File: config.mk
export PLATFORM = sky130hd
export DESIGN_NAME = uart_rx_ctrl
export DESIGN_NICKNAME = d
export VERILOG_FILES = /design/src/rtl/uart_rx_ctrl.sv
export SDC_FILE = /design/constraint.sdc
export NUM_CORES = 1
export LEC_CHECK = 0
export CORE_UTILIZATION = 30
export CTS_CLUSTER_DIAMETER = 80
export DETAILED_ROUTE_END_ITERATION = 7
export PLACE_DENSITY = 0.61
export SETUP_SLACK_MARGIN = 0.2
export SLEW_MARGIN = 20
export SYNTH_ARGS = -nofsm -noshare
export SYNTH_HDL_FRONTEND = slang
export SYNTH_SLANG_ARGS = --single-unit
export TNS_END_PERCENT = 5
File: constraint.sdc
create_clock -name CLK -period 3.55 [get_ports CLK]
set_input_delay 0.5325 -clock CLK [delete_from_list [all_inputs] [get_ports CLK]]
set_output_delay 0.5325 -clock CLK [all_outputs]
set_load 0.1 [all_outputs]
File: src/rtl/uart_rx_ctrl.sv
// Bus-facing receive controller: baud register, DEPTH-entry receive FIFO, status/control registers, level irq.
// Optional idle timeout (sticky TO flag) is built when UART_RX_TIMEOUT_EN is defined.
module uart_rx_ctrl #(
   parameter int          DEPTH    = 8,
   parameter logic [15:0] BAUD_RST = 16'd867
) (
   input  logic        CLK,
   input  logic        resetn,
   input  logic        sel,
   input  logic        we,
   input  logic [1:0]  addr,
   input  logic [31:0] wdata,
   output logic [31:0] rdata,
   output logic [15:0] baudcmp,
   input  logic [7:0]  rx_data,
   input  logic        rx_vaild,
   output logic        rx_ready,
   output logic        irq
);

   localparam int AW = (DEPTH > 1) ? $clog2(DEPTH) : 1;
   localparam int CW = AW + 1;

   logic [7:0]    mem_q [DEPTH];
   logic [AW-1:0] wr_ptr_q, wr_ptr_d;
   logic [AW-1:0] rd_ptr_q, rd_ptr_d;
   logic [CW-1:0] count_q, count_d;
   logic [15:0]   baud_q, baud_d;
   logic          en_q, en_d;
   logic          ie_q, ie_d;
   logic          ovr_q, ovr_d;
   logic [31:0]   rdata_q, rdata_d;
   logic          irq_q, irq_d;

   logic rd_s, wr_s, empty_s, full_s, pop_s, push_s, flush_s, ovr_set_s;
   logic to_s, to_nxt_s;
   logic [31:0] status_s;

   assign rd_s      = sel & ~we;
   assign wr_s      = sel & we;
   assign empty_s   = (count_q == CW'(0));
   assign full_s    = (count_q == CW'(DEPTH));
   assign pop_s     = rd_s & (addr == 2'd0) & ~empty_s;
   assign flush_s   = wr_s & (addr == 2'd3) & wdata[2];
   // A pop in the same cycle frees a slot, so a full FIFO still accepts the byte.
   assign push_s    = rx_vaild & en_q & (~full_s | pop_s);
   assign ovr_set_s = rx_vaild & en_q & full_s & ~pop_s;
   assign status_s  = {16'h0000, 8'(count_q), 4'h0, to_s, ovr_q, full_s, ~empty_s};

`ifdef UART_RX_TIMEOUT_EN
   logic        to_q, to_d;
   logic [21:0] idle_q, idle_d;
   logic [21:0] limit_s;
   logic        idle_clr_s, to_set_s;

   assign limit_s    = ({6'b000000, baud_q} + 22'd1) * 22'd40;
   assign idle_clr_s = push_s | pop_s | flush_s | empty_s;
   // Set only on the crossing so a software clear sticks while the counter holds.
   assign to_set_s   = ~idle_clr_s & (idle_q == limit_s - 22'd1);

   // Idle counter and sticky timeout flag next-state.
   always_comb begin
      idle_d = idle_q;
      to_d   = to_q;
      if (idle_clr_s) begin
         idle_d = 22'd0;
      end else if (idle_q < limit_s) begin
         idle_d = idle_q + 22'd1;
      end else begin
         idle_d = idle_q;
      end
      if (to_set_s) begin
         to_d = 1'b1;
      end else if (wr_s && (addr == 2'd1) && wdata[3]) begin
         to_d = 1'b0;
      end else begin
         to_d = to_q;
      end
   end

   // Timeout state registers.
   always_ff @(posedge CLK) begin
      if (!resetn) begin
         idle_q <= 22'd0;
         to_q   <= 1'b0;
      end else begin
         idle_q <= idle_d;
         to_q   <= to_d;
      end
   end

   assign to_s     = to_q;
   assign to_nxt_s = to_d;
`else
   assign to_s     = 1'b0;
   assign to_nxt_s = 1'b0;
`endif

   // FIFO, register file and read-data next-state.
   always_comb begin
      wr_ptr_d = wr_ptr_q;
      rd_ptr_d = rd_ptr_q;
      count_d  = count_q;
      baud_d   = baud_q;
      en_d     = en_q;
      ie_d     = ie_q;
      ovr_d    = ovr_q;
      rdata_d  = rdata_q;

      if (flush_s) begin
         wr_ptr_d = AW'(0);
         rd_ptr_d = AW'(0);
         count_d  = CW'(0);
      end else begin
         if (push_s) begin
            wr_ptr_d = wr_ptr_q + AW'(1);
         end else begin
            wr_ptr_d = wr_ptr_q;
         end
         if (pop_s) begin
            rd_ptr_d = rd_ptr_q + AW'(1);
         end else begin
            rd_ptr_d = rd_ptr_q;
         end
         case ({push_s, pop_s})
            2'b10:   count_d = count_q + CW'(1);
            2'b01:   count_d = count_q - CW'(1);
            default: count_d = count_q;
         endcase
      end

      if (wr_s && (addr == 2'd2)) begin
         baud_d = wdata[15:0];
      end else begin
         baud_d = baud_q;
      end
      if (wr_s && (addr == 2'd3)) begin
         en_d = wdata[0];
         ie_d = wdata[1];
      end else begin
         en_d = en_q;
         ie_d = ie_q;
      end
      if (ovr_set_s) begin
         ovr_d = 1'b1;
      end else if (wr_s && (addr == 2'd1) && wdata[2]) begin
         ovr_d = 1'b0;
      end else begin
         ovr_d = ovr_q;
      end

      if (rd_s) begin
         case (addr)
            2'd0:    rdata_d = empty_s ? 32'h0000_0000 : {24'h000000, mem_q[rd_ptr_q]};
            2'd1:    rdata_d = status_s;
            2'd2:    rdata_d = {16'h0000, baud_q};
            2'd3:    rdata_d = {30'h0000_0000, ie_q, en_q};
            default: rdata_d = 32'h0000_0000;
         endcase
      end else begin
         rdata_d = rdata_q;
      end
   end

   assign irq_d = ie_d & ((count_d != CW'(0)) | ovr_d | to_nxt_s);

   // FIFO storage; contents need no reset because the pointers define validity.
   always_ff @(posedge CLK) begin
      if (push_s) begin
         mem_q[wr_ptr_q] <= rx_data;
      end
   end

   // Control, status and output registers.
   always_ff @(posedge CLK) begin
      if (!resetn) begin
         wr_ptr_q <= AW'(0);
         rd_ptr_q <= AW'(0);
         count_q  <= CW'(0);
         baud_q   <= BAUD_RST;
         en_q     <= 1'b0;
         ie_q     <= 1'b0;
         ovr_q    <= 1'b0;
         rdata_q  <= 32'h0000_0000;
         irq_q    <= 1'b0;
      end else begin
         wr_ptr_q <= wr_ptr_d;
         rd_ptr_q <= rd_ptr_d;
         count_q  <= count_d;
         baud_q   <= baud_d;
         en_q     <= en_d;
         ie_q     <= ie_d;
         ovr_q    <= ovr_d;
         rdata_q  <= rdata_d;
         irq_q    <= irq_d;
      end
   end

   assign rdata    = rdata_q;
   assign baudcmp  = baud_q;
   assign irq      = irq_q;
   assign rx_ready = 1'b1;

endmodule

# Word-level counts from Yosys, hierarchy flattened
# Memory sizes are Yosys's and may differ from the RTL's. A register that Yosys moved wholly into a read port is not among the register bits.
# Index checks and enable logic that the tools add are counted.
[op_classes]
n_addsub = 4
eq_ne = 6
mux = 11
bitwise = 18
reduce_logical = 8
[ops]
columns = ["op", "n"]
rows = [
  ["one-hot mux 32 bit (4 select lines)", 1],
  ["AND 1 bit", 11],
  ["two-way mux 8 bit", 1],
  ["one-hot mux 4 bit (2 select lines)", 1],
  ["adder 3 x 1 -> 3 bit, second input constant", 2],
  ["equality test 2 bit, second input constant", 3],
  ["two-way mux 3 bit", 2],
  ["two-way mux 1 bit", 5],
  ["inverter 1 bit", 5],
  ["adder 4 x 1 -> 4 bit, second input constant", 1],
  ["equality test 2 x 1 -> 1 bit, second input constant", 2],
  ["equality test 4 bit, second input constant", 1],
  ["logical AND 1 bit", 4],
  ["logical NOT 4 bit", 1],
  ["two-way mux 4 bit", 1],
  ["nonzero test 4 bit", 1],
  ["subtractor 4 x 1 -> 4 bit, second input constant", 1],
  ["logical NOT 2 bit", 1],
  ["bitwise OR 1 bit", 2],
  ["OR reduction 2 bit", 1],
]
[word_totals]
reg_bits = 62
ramBits = 64
in_bits = 47
out_inout_bits = 50
elab_cells = 57
mem_count = 1
[memory_table]
columns = ["memory", "words", "word_bits", "read_ports", "rd_ports_with_merged_regs", "write_ports", "line_no", "source"]
rows = [
  ["mem_q", 8, 8, 1, 1, 1, "24", "logic [7:0] mem_q [DEPTH];"],
]

# Longest topological paths before layout
[depth]
depth_word = 12
ltp_mapped = 10
ltp_nobuf = 9

# Worst setup path after synthesis
# Ideal clock, no wire load.
[synth_path]
path_type = "input-to-reg"
startpoint = "in addr[1]"
endpoint = "reg irq_q, in the netlist irq"
setup_time_ps = 125
arrival_ps = 2494
path_slack_ps = 931
cell_stages = 10
cell_sequence = "or4b_1 > clkbuf_2 > nor3_2 > xor2_1 > ha_1 > nor2_1 > and4_1 > o211a_1 > o31ai_1 > o21ai_1"
[synth_between]
elab_chain_len = 11
word_cells_on_any_way = 24
cone_classes = "eq/ne (4); mux (5); bitwise (10); reduce/logical (5)"
[synth_lines]
columns = ["item", "line_no", "source"]
rows = [
  ["from (decl)", "11", "input logic [1:0] addr,"],
  ["logical NOT 2 bit", "43", "assign pop_s = rd_s & (addr == 2'd0) & ~empty_s;"],
  ["AND 1 bit (2 in series)", "43", ""],
  ["bitwise OR 1 bit", "46", "assign push_s = rx_vaild & en_q & (~full_s | pop_s);"],
  ["AND 1 bit", "46", ""],
  ["equality test 2 x 1 -> 1 bit / equality test 2 bit (equally long branches)", "125", "case ({push_s, pop_s})"],
  ["one-hot mux 4 bit (2 select lines)", "125", ""],
  ["two-way mux 4 bit", "110", "if (flush_s) begin"],
  ["nonzero test 4 bit", "165", "assign irq_d = ie_d & ((count_d != CW'(0)) | ovr_d | to_nxt_s);"],
  ["bitwise OR 1 bit", "165", ""],
  ["AND 1 bit *", "165", ""],
  ["to (signal assigned)", "195", "irq_q <= irq_d;"],
  ["to (decl)", "33", "logic irq_q, irq_d;"],
]
# Every way passes the cells marked *; elsewhere a longest branch is shown, timed or not.
# A chain may end at the register's enable or synchronous reset.

# Worst setup path after layout
[layout_path]
startpoint = "in we"
endpoint = "reg irq_q, in the netlist irq"
[layout_between]
elab_chain_len = 12
word_cells_on_any_way = 24
cone_classes = "eq/ne (2); mux (5); bitwise (13); reduce/logical (4)"
[layout_lines]
columns = ["item", "line_no", "source"]
rows = [
  ["from (decl)", "10", "input logic we,"],
  ["inverter 1 bit", "39", "assign rd_s = sel & ~we;"],
  ["AND 1 bit", "39", ""],
  ["AND 1 bit (2 in series)", "43", ""],
  ["bitwise OR 1 bit", "46", ""],
  ["AND 1 bit", "46", ""],
  ["equality test 2 x 1 -> 1 bit / equality test 2 bit (equally long branches)", "125", ""],
  ["one-hot mux 4 bit (2 select lines)", "125", ""],
  ["two-way mux 4 bit", "110", ""],
  ["nonzero test 4 bit", "165", ""],
  ["bitwise OR 1 bit", "165", ""],
  ["AND 1 bit *", "165", ""],
]
# Marks and branches as above.

==> impl_metrics.json <==
{
  "grt_pass1_vias": 3243,
  "syn_avg_cell_area_um2": 12.66,
  "dr.pass1.iters": 4,
  "syn2layout_area_growth_pct": 30.91,
  "die_h_um": 127.3,
  "die-area_um2": 16200,
  "start_util_pct": 30.86,
  "rsz0062_at_grt": "false",
  "multi_input_area_um2": 1635,
  "syn_area_um2": 4708,
  "period_minus_slack_ns": 2.871,
  "synth_area_leaders": "edfxtp_1, dfxtp_1, mux4_2",
  "ys_warn_count": 0,
  "synthTopCellsByCount": "edfxtp_1, dfxtp_1, nand2_1, nor2_1",
  "drc": 0,
  "via_count": 3122,
  "critPathLaunch": "we",
  "gr-usage-all-layers_pct": 14.55,
  "grt_use_met1_pct": 18.23,
  "place_inst": 638,
  "place.detailed.hpwl_um": 7192,
  "synth-edff-count": 64,
  "final_nets": 496,
  "ys_seq_elements": 113,
  "crit_path_start_kind": "input pin",
  "reg2reg_slack_ns": 1.03,
  "fin_crit_sh_pct": 80.89,
  "ys_seq_area_share_pct": 61.65,
  "endpoint_kind": "flop",
  "tightest_slew_ns": 0.9945,
  "diodes": 0,
  "ys_types": 49,
  "hold_buffers": 0,
  "grt_antenna_before_repair": 0,
  "p_leak_uw": 0.002163,
  "path_max_fanout": 8,
  "gp_congestion": 0.8373,
  "cts-htree-levels": 4,
  "wirelength_um": 10970,
  "slew_headroom_pct": 33.49,
  "grt-ovfl-total": 0,
  "maxCapViolations": 0,
  "synth_top_area_cell": "edfxtp_1",
  "viasPerCell": 4.660,
  "clkSlewWorstSetupHoldPaths_ns": 0.05,
  "netlist_instances": 372,
  "rr_worst_depth": 9,
  "netlist.area_leader.share_pct": 40.82,
  "synth-main-ff-cell": "edfxtp_1",
  "grt-busiest-layer": "met2",
  "hold_ws_ns": 0.4869,
  "drt_iter0_drc": 229,
  "tritoncts": "done",
  "setup-tns-final_ns": 0,
  "fin_cells": 670,
  "arrival_ns": 3.15,
  "clock-sinks": 113,
  "core_area_um2": 15260,
  "root_buffer": "clkbuf_16",
  "ios": 97,
  "use_met2_pct": 24.04,
  "clk-insertion-delay-late_ns": 0.40,
  "cts_buffers": 17,
  "hp-class": "flop to flop",
  "reg2reg_from": "count_q[0]",
  "grt_pass1_wl_um": 17590,
  "fp.dieW_um": 127.3,
  "critPathKind": "input pin to flop",
  "setup_viol": 0,
  "finalMaxSlewViolations": 0,
  "regArea_um2": 2903,
  "skew_ns": 0.006193,
  "wl_per_cell_um": 16.37,
  "critPathCapture": "irq",
  "rows": 45,
  "hold_violations": 0,
  "worst_ep_required_time_ns": 3.83,
  "fin_area_um2": 6163,
  "synthArstFlopShare_pct": 0,
  "io_buffers": 63,
  "worstReg2RegEnd": "irq",
  "vdd_ir_drop_max_v": 0.0004147,
  "synth_most_common_cell": "edfxtp_1",
  "antenna_left": 0,
  "pwr_density_cell_nw_per_um2": 558.4,
  "drive_gt1_share_pct": 15.47,
  "status": "completed",
  "placed_area_um2": 5564,
  "cts_buffer_depth": 2,
  "fmax_ghz": 0.3483,
  "grt_max_degree": 38,
  "post_cts_buffers": 0,
  "final_util_pct": 40.39,
  "nFillCells": 1441,
  "cts_resized": 0,
  "use_met3_pct": 3.643
}
-- power by group --
group	switching, uW	total, uW	internal (uW)
registers	11.5	1410	1400
logic	234	309	75.2
clock network	566	1720	1160
-- cells by family after synthesis --
kind of cell    Yosys count  synth area share, %
xor+xnor                  6                1.116
fa+ha+maj                 3               0.7973
buf+inv                  42                4.810
simple gates            119                12.57
mux                      28                10.26
flops                   113                61.65
other cells               2               0.1595
compound gates           59                8.637
-- stage by stage --
step | power, uW | worst slack, ns
global route | 3548 | 0.3892
global placement | 1741 | 0.3305
finish | 3442 | 0.6785
CTS | 3471 | 0.6974
floorplan | 1666 | 0.9313
detailed placement | 1745 | 0.2966
-- sequential cells by signal (all words and copies together) (netlist names), named ones only --
register  flops
baudcmp      16
count_q       4
en_q          1
ie_q          1
irq           1
mem_q        64
ovr_q         1
rd_ptr_q      3
rdata        16
wr_ptr_q      3
-- layout by cell type, fill, tap and decap left out, drive strengths merged, types with 5 or more instances in the layout --
cell type	synthesis	layout
conb	2	17
a21oi	15	15
dfxtp	49	49
nor2	22	22
nand2	46	46
a21boi	10	10
nor2b	7	7
clkdlybuf4s50	0	63
mux4	16	16
clkinv	0	9
nand3	8	8
mux2i	10	10
edfxtp	64	64
o211a	5	5
clkbuf	18	18
a221oi	7	7
buf	21	16
nor3	7	7
o21ai	12	12
-- cell type report --
cell class                 count  share of cell area [%]
sequential                   113                   47.10
clock buffer                  18                   6.963
inverter                       3                  0.1827
clock inverter                14                   2.761
multi-input combinational    232                   26.53
timing repair buffer          79                   12.18
tap                          211                   4.283
-- worst min path at each step --
| stage | startpoint | endpoint | slack, ns | depth (start not counted) |
|---|---|---|---|---|
| after global routing | baudcmp[12] | baudcmp[12] | 0.51 | 2 |
| after floorplan | rd_ptr_q[1] | flop | 0.47 | 2 |
| after detailed placement | baudcmp[4] | baudcmp[4] | 0.49 | 2 |
| after global placement | baudcmp[15] | baudcmp[15] | 0.47 | 2 |
| final | baudcmp[4] | baudcmp[4] | 0.49 | 2 |
| after CTS | baudcmp[4] | baudcmp[4] | 0.49 | 2 |
-- critical path: stages --
cell and delay [ns]:
clkdlybuf4s50_1 0.52, or4b_1 0.69, nor3_2 0.24, xor2_1 0.17, ha_1 0.18, nor2_1 0.04, and4_1 0.22, o211a_1 0.22
o31ai_1 0.23, o21ai_1 0.10
-- per-layer routing --
layer / vias to the layer above / wire length [um]
li1: 1488 / -
met1: 1524 / 4920
met2: 101 / 5409
met3: 9 / 552
met4: 0 / 83
met5: - / 0
Note: power is estimated with default switching activity, not from simulation.
